==> src/rtl/sd_data_xfer_sequencer.sv <==
// Multi-block SD data transfer sequencer: issues one start pulse per block, clears the
// data master status, spaces blocks with an idle gap, requests CMD12 and aggregates status.
`ifndef INT_DATA_SIZE
`define INT_DATA_SIZE 5
`endif
`ifndef INT_DATA_CC
`define INT_DATA_CC 0
`endif
`ifndef INT_DATA_EI
`define INT_DATA_EI 1
`endif
`ifndef INT_DATA_CTE
`define INT_DATA_CTE 2
`endif
`ifndef INT_DATA_CCRCE
`define INT_DATA_CCRCE 3
`endif
`ifndef INT_DATA_CFE
`define INT_DATA_CFE 4
`endif

module sd_data_xfer_sequencer #(
  parameter int BLKCNT_W   = 16,
  parameter int GAP_CYCLES = 2,
  parameter bit AUTO_STOP  = 1'b1
) (
  input  logic                      sd_clk,
  input  logic                      rst,
  input  logic                      start_i,
  input  logic                      dir_i,
  input  logic [BLKCNT_W-1:0]       blk_cnt_i,
  input  logic                      abort_i,
  output logic                      start_tx_o,
  output logic                      start_rx_o,
  input  logic [`INT_DATA_SIZE-1:0] dm_int_status_i,
  output logic                      dm_int_rst_o,
  output logic                      stop_cmd_req_o,
  input  logic                      stop_cmd_ack_i,
  output logic                      busy_o,
  output logic [BLKCNT_W:0]         blocks_done_o,
  output logic [`INT_DATA_SIZE-1:0] int_status_o,
  input  logic                      int_status_rst_i
);
  localparam int IW    = `INT_DATA_SIZE;
  localparam int GAP_W = $clog2(GAP_CYCLES + 2);
  localparam logic [GAP_W-1:0] GAP_LAST = (GAP_CYCLES > 0) ? GAP_W'(GAP_CYCLES - 1) : '0;
  localparam logic [IW-1:0] CC_MASK = IW'(1) << `INT_DATA_CC;
  localparam logic [IW-1:0] EI_MASK = IW'(1) << `INT_DATA_EI;

  typedef enum logic [2:0] {
    S_IDLE, S_START, S_WAIT, S_CLEAR, S_GAP, S_STOP, S_DONE
  } state_t;

  state_t              state_q, state_d;
  logic                dir_q, dir_d;
  logic [BLKCNT_W-1:0] cnt_q, cnt_d;
  logic                err_q, err_d;
  logic                abort_q, abort_d;
  logic [IW-1:0]       cause_q, cause_d;
  logic [BLKCNT_W:0]   done_q, done_d;
  logic [GAP_W-1:0]    gap_q, gap_d;
  logic [IW-1:0]       int_q, int_d;

  // A single-block transfer never needs CMD12, so the stop is skipped when count is 0.
  function automatic state_t finish_state(input logic [BLKCNT_W-1:0] cnt);
    return (AUTO_STOP && (cnt != '0)) ? S_STOP : S_DONE;
  endfunction

  always_ff @(posedge sd_clk or posedge rst) begin
    if (rst) begin
      state_q <= S_IDLE;
      dir_q   <= 1'b0;
      cnt_q   <= '0;
      err_q   <= 1'b0;
      abort_q <= 1'b0;
      cause_q <= '0;
      done_q  <= '0;
      gap_q   <= '0;
      int_q   <= '0;
    end else begin
      state_q <= state_d;
      dir_q   <= dir_d;
      cnt_q   <= cnt_d;
      err_q   <= err_d;
      abort_q <= abort_d;
      cause_q <= cause_d;
      done_q  <= done_d;
      gap_q   <= gap_d;
      int_q   <= int_d;
    end
  end

  always_comb begin
    state_d = state_q;
    dir_d   = dir_q;
    cnt_d   = cnt_q;
    err_d   = err_q;
    abort_d = abort_q;
    cause_d = cause_q;
    done_d  = done_q;
    gap_d   = gap_q;
    int_d   = int_q;
    if (int_status_rst_i) int_d = '0;

    case (state_q)
      S_IDLE: begin
        if (start_i) begin
          dir_d   = dir_i;
          cnt_d   = blk_cnt_i;
          done_d  = '0;
          err_d   = 1'b0;
          abort_d = 1'b0;
          cause_d = '0;
          state_d = S_START;
        end
      end
      S_START: begin
        if (abort_i) abort_d = 1'b1;
        state_d = S_WAIT;
      end
      S_WAIT: begin
        if (abort_i) abort_d = 1'b1;
        if (|dm_int_status_i) begin
          if (dm_int_status_i[`INT_DATA_EI]) begin
            cause_d = cause_q | dm_int_status_i;
            err_d   = 1'b1;
          end else if (dm_int_status_i[`INT_DATA_CC]) begin
            done_d = done_q + (BLKCNT_W+1)'(1);
          end
          state_d = S_CLEAR;
        end
      end
      S_CLEAR: begin
        if (abort_i) abort_d = 1'b1;
        gap_d = '0;
        if (err_q || abort_q || abort_i) begin
          state_d = finish_state(cnt_q);
        end else if (done_q == ({1'b0, cnt_q} + (BLKCNT_W+1)'(1))) begin
          state_d = finish_state(cnt_q);
        end else if (GAP_CYCLES == 0) begin
          state_d = S_START;
        end else begin
          state_d = S_GAP;
        end
      end
      S_GAP: begin
        // An abort here ends the transfer at once instead of launching another block.
        if (abort_i) begin
          abort_d = 1'b1;
          state_d = finish_state(cnt_q);
        end else if (gap_q == GAP_LAST) begin
          state_d = S_START;
        end else begin
          gap_d = gap_q + GAP_W'(1);
        end
      end
      S_STOP: begin
        if (stop_cmd_ack_i) state_d = S_DONE;
      end
      S_DONE: begin
        int_d   = (err_q || abort_q) ? (EI_MASK | cause_q) : CC_MASK;
        state_d = S_IDLE;
      end
      default: state_d = S_IDLE;
    endcase
  end

  assign start_tx_o     = (state_q == S_START) &&  dir_q;
  assign start_rx_o     = (state_q == S_START) && !dir_q;
  assign dm_int_rst_o   = (state_q == S_CLEAR);
  assign stop_cmd_req_o = (state_q == S_STOP);
  assign busy_o         = (state_q != S_IDLE);
  assign blocks_done_o  = done_q;
  assign int_status_o   = int_q;

endmodule

==> config.mk <==
export PLATFORM = sky130hd
export DESIGN_NAME = sd_data_xfer_sequencer
export DESIGN_NICKNAME = d
export VERILOG_FILES = /design/src/rtl/sd_data_xfer_sequencer.sv
export SDC_FILE = /design/constraint.sdc
export NUM_CORES = 1
export LEC_CHECK = 0
export ABC_AREA = 0
export CORE_MARGIN = 3
export CORE_UTILIZATION = 51
export DETAILED_ROUTE_END_ITERATION = 16
export GPL_TIMING_DRIVEN = 0
export PLACE_DENSITY = 0.82
export SLEW_MARGIN = 15
export SYNTH_ARGS = -nofsm -noshare
export SYNTH_HDL_FRONTEND = slang
export SYNTH_SLANG_ARGS = --single-unit
==> constraint.sdc <==
create_clock -name sd_clk -period 5.6 [get_ports sd_clk]
set_clock_uncertainty 0.1 [all_clocks]
set_input_delay 0.84 -clock sd_clk [delete_from_list [all_inputs] [get_ports sd_clk]]
set_output_delay 0.84 -clock sd_clk [all_outputs]
set_load 0.05 [all_outputs]
==> summary.log <==
INFO  clock_tree     hold_buffers_post_cts=0
INFO  pwr            p_leak=1.58nW
INFO  worst_setup_path worst-r2r-setup-slack=2.87ns
INFO  drt            drc=0
INFO  grt            grt_first_pass_wirelength=13400um
INFO  drt            finalWirelength=7710um
INFO  clock_tree     clk_latency=0.31ns
INFO  synthesis      netlist_top_cells_area=dfrtp_1 (40%), xor2_1 (5.3%), mux2_2 (4.3%)
INFO  worst_setup_path worst_r2r_endpoint=blocks_done_o[3]$_DFFE_PP0P_
INFO  layout         final-seq-area=1250um^2
INFO  layout         num-fill-cells=524
INFO  layout         multiInputGateArea=1740um^2
INFO  sta            final_hold_viol_count=0
INFO  layout         insertedDiodeCount=0
INFO  worst_setup_path cp_data_arrival_time=2.54ns
INFO  worst_setup_path critical_path_cell_by_cell=clkbuf_1, clkbuf_1, nand2_1, nor3b_1, clkdlybuf4s50_1
INFO  grt            remaining_global_route_overflow=0
INFO  flow_run       count_of_max_cap_constraint_violations=0
INFO  clock_tree     cts_resized=0
INFO  worst_setup_path critPathBufInv=3
INFO  synthesis      yosys_warning_count=0
INFO  drt            dr_total_vias=2872
INFO  worst_setup_path crit_path_max_incr_delay=0.83ns
INFO  clock_tree     numClockSinks=50
INFO  worst_setup_path critical_path.reg2reg.startpoint=state_q[0]$_DFFE_PP0P_
INFO  synthesis      postSynthAreaPerCell=8.92um^2
INFO  pwr            net-switching-power=0.782mW
INFO  sta            finalSetupTns=0ns
INFO  pwr            pwr-share-comb=0.504
INFO  synthesis      post-synth-top-count-cell=dfrtp_1
INFO  pwr            switching_share_of_power=0.437
INFO  worst_setup_path critPathMostFrequentCell=clkbuf_1
INFO  layout         num-nets-final=448
INFO  status         status=finished clean
INFO  layout         drive_above_1_share=0.0887
INFO  synthesis      synth_top_area_cell=dfrtp_1
INFO  sta            min_period=3.48ns
INFO  clock_tree     post_cts_buffers=0
INFO  synthesis      ys.flop_type=dfrtp_1
INFO  pwr            finalPower=1.79mW
INFO  synthesis      async_flop_share=1.00
INFO  worst_setup_path crit_family=buffers and inverters
INFO  sta            tightestPinTransition=0.887ns
INFO  floorplanning  fp-row-count=28
INFO  floorplanning  io_pins=55
INFO  synthesis      netlist_top_cells_count=dfrtp_1 (50), nor2_1 (27), o21ai_0 (23)
INFO  layout         area_delta_synth_final=25.1%
INFO  pwr            cellPowerDensity=453nW/um^2
INFO  drt            routed_wire_length_per_instance=15.7um
INFO  grt            largest_net_degree_at_the_start_of_global_routing=27
INFO  floorplanning  initial_core_util=0.530
INFO  drt            drt_iter0_drc=158
INFO  sta            maxClockFrequency=287MHz
INFO  drt            drt.antenna.violating_nets=0
INFO  grt            first_global_vias=2806
INFO  sta            slew-limit-headroom=0.407
INFO  worst_setup_path cp-start-kind=register
INFO  worst_setup_path critical_path.max_fanout=10
INFO  worst_setup_path cp.required=4.66ns
INFO  min_path       path_class_of_the_lowest_slack_min_delay_path=register to register
INFO  synthesis      netlist_instances=354
INFO  synthesis      synth.yosys.seq_area_share=0.396
INFO  clock_tree     ctsLongestPathBuffers=2
INFO  clock_tree     worst_setup_hold_path_clk_slew=0.09ns
INFO  worst_setup_path crit_path_end_kind=output pin
INFO  min_path       worstHoldPathCells=2
INFO  synthesis      postSynthRegisterBits=50
INFO  clock_tree     clock_tree_from_tritoncts=yes
INFO  sta            setup-violations-final=0
INFO  placement      gp_congestion=0.966
INFO  floorplanning  floorplan.die_area=7170um^2
INFO  layout         layout.core_utilization=0.663
INFO  synthesis      synth_edf_count=0
INFO  synthesis      synth.cell_area=3160um^2
INFO  pwr            intPower=1.01mW
INFO  drt            vias_per_cell=5.84
INFO  grt            antenna_found_initial=0
INFO  sta            setup_repair_after_global_routing_missed_its_margin=false
INFO  sta            timing.final.max_slew_violations=0
INFO  worst_setup_path crit_slowest_cell=clkdlybuf4s50_1
INFO  min_path       hold_start=cause_q[3]$_DFFE_PP0P_
INFO  min_path       endpoint_with_the_worst_hold_slack=cause_q[3]$_DFFE_PP0P_
INFO  synthesis      area_share_of_the_leading_cell_type_in_the_synthesized_netlist=0.396
INFO  clock_tree     cts-htree-levels=2
INFO  floorplanning  die_w=84.7um
INFO  synthesis      synth_cell_types=55
INFO  placement      detailed_place_hpwl=5870um
INFO  placement      portBuffers=54
INFO  floorplanning  die_y=84.7um
INFO  pwr            clockPowerShare=0.171
INFO  floorplanning  design.core.area=5960um^2
INFO  worst_setup_path reg2reg_depth=7
INFO  clock_tree     ctsRootBufferMaster=clkbuf_8
INFO  pwr            power.sequential.fraction=0.326
INFO  worst_setup_path critPathKind=register to output pin
INFO  synthesis      postSynthNetCount=386
INFO  pwr            vdd.ir_drop.worst=0.000261V
INFO  sta            layout_worst_path_cycle_share=0.622
INFO  clock_tree     tritoncts.num_buffers=5
INFO  grt            global_route.usage.total=0.229
INFO  drt            dr_pass1_iterations=5
## flip-flops by register name, summed over array words and instances (netlist names)
register / flops
abort_q: 1
blocks_done_o: 17
cause_q: 4
cnt_q: 16
dir_q: 1
err_q: 1
gap_q: 2
int_status_o: 5
state_q: 3
## worst max-delay path by stage
stage	end	cells after the start	startpoint	slack (ns)
floorplan	start_tx_o	4	state_q[0]$_DFFE_PP0P_	2.52
global placement	blocks_done_o[14]$_DFFE_PP0P_	7	dm_int_status_i[0]	2.23
detailed placement	blocks_done_o[14]$_DFFE_PP0P_	7	dm_int_status_i[0]	2.23
CTS	start_tx_o	5	state_q[0]$_DFFE_PP0P_	2.12
global route	start_tx_o	5	state_q[0]$_DFFE_PP0P_	1.92
finish	start_tx_o	5	state_q[0]$_DFFE_PP0P_	2.12
## worst register-to-register path: cells and delay by family (launching register included)
kind / cells / cell delay [ns]
buffers and inverters: 4 / 1.51
DFF: 1 / 0.39
and+or+nand+nor: 3 / 0.60
## metrics by stage
step	cell area, um^2	cells	setup slack, ns	hold WS, ns
final	3950	492	2.12	0.396
after global routing	3950	492	1.92	0.424
after CTS	3950	492	2.12	0.401
after detailed placement	3810	484	2.23	0.375
after global placement	3790	483	2.23	0.371
after floorplan	3160	354	2.52	0.356
## cells in the final DEF, fill, tap and decap left out, types with 8 or more instances in the layout
master,instances
clkdlybuf4s50_1,54
dfrtp_1,50
nor2_1,27
o21ai_0,23
nand3_1,22
nand2_1,22
clkbuf_1,19
xor2_1,19
a21oi_1,18
inv_1,14
xnor2_1,14
mux2_2,12
nor3_1,11
nand3b_1,9
nor4_1,8
## layer usage
layer  wire length (um)  vias to the layer above  GRT usage  part of all wire
met2               3730                      111      0.379              0.48
met3                460                       18     0.0510             0.060
met1               3360                     1358      0.301              0.44
met5                  0                        -          0                 0
met4                161                        0     0.0662             0.021
li1                   -                     1385          -                 -
## cells by family after synthesis
group	after synthesis	share of synthesized area
AND/OR/NAND/NOR	144	0.254
multiplexers	14	0.0491
adder cells (fa/ha/maj)	4	0.0158
AO/OA/AOI/OAI	69	0.141
XOR/XNOR	33	0.0915
buffers and inverters	40	0.0523
flip-flops	50	0.396
## power groups by stage
stage / sequential, mW / combinational, mW / clock [mW]
after global placement: 0.579 / 0.865 / 0
after detailed placement: 0.589 / 0.897 / 0
after global routing: 0.604 / 1.01 / 0.324
final: 0.582 / 0.901 / 0.306
after CTS: 0.581 / 0.901 / 0.308
after floorplan: 0.609 / 0.630 / 0
## cell type report
type / instances / area share
multi-input cells: 264 / 0.441
clock buffers: 5 / 0.0174
inverters: 15 / 0.0143
plain buffers: 25 / 0.0276
well taps: 75 / 0.0238
clock inverters: 3 / 0.0174
flip-flops and latches: 50 / 0.317
repair buffers: 55 / 0.142
(Power assumes the default switching activity.)
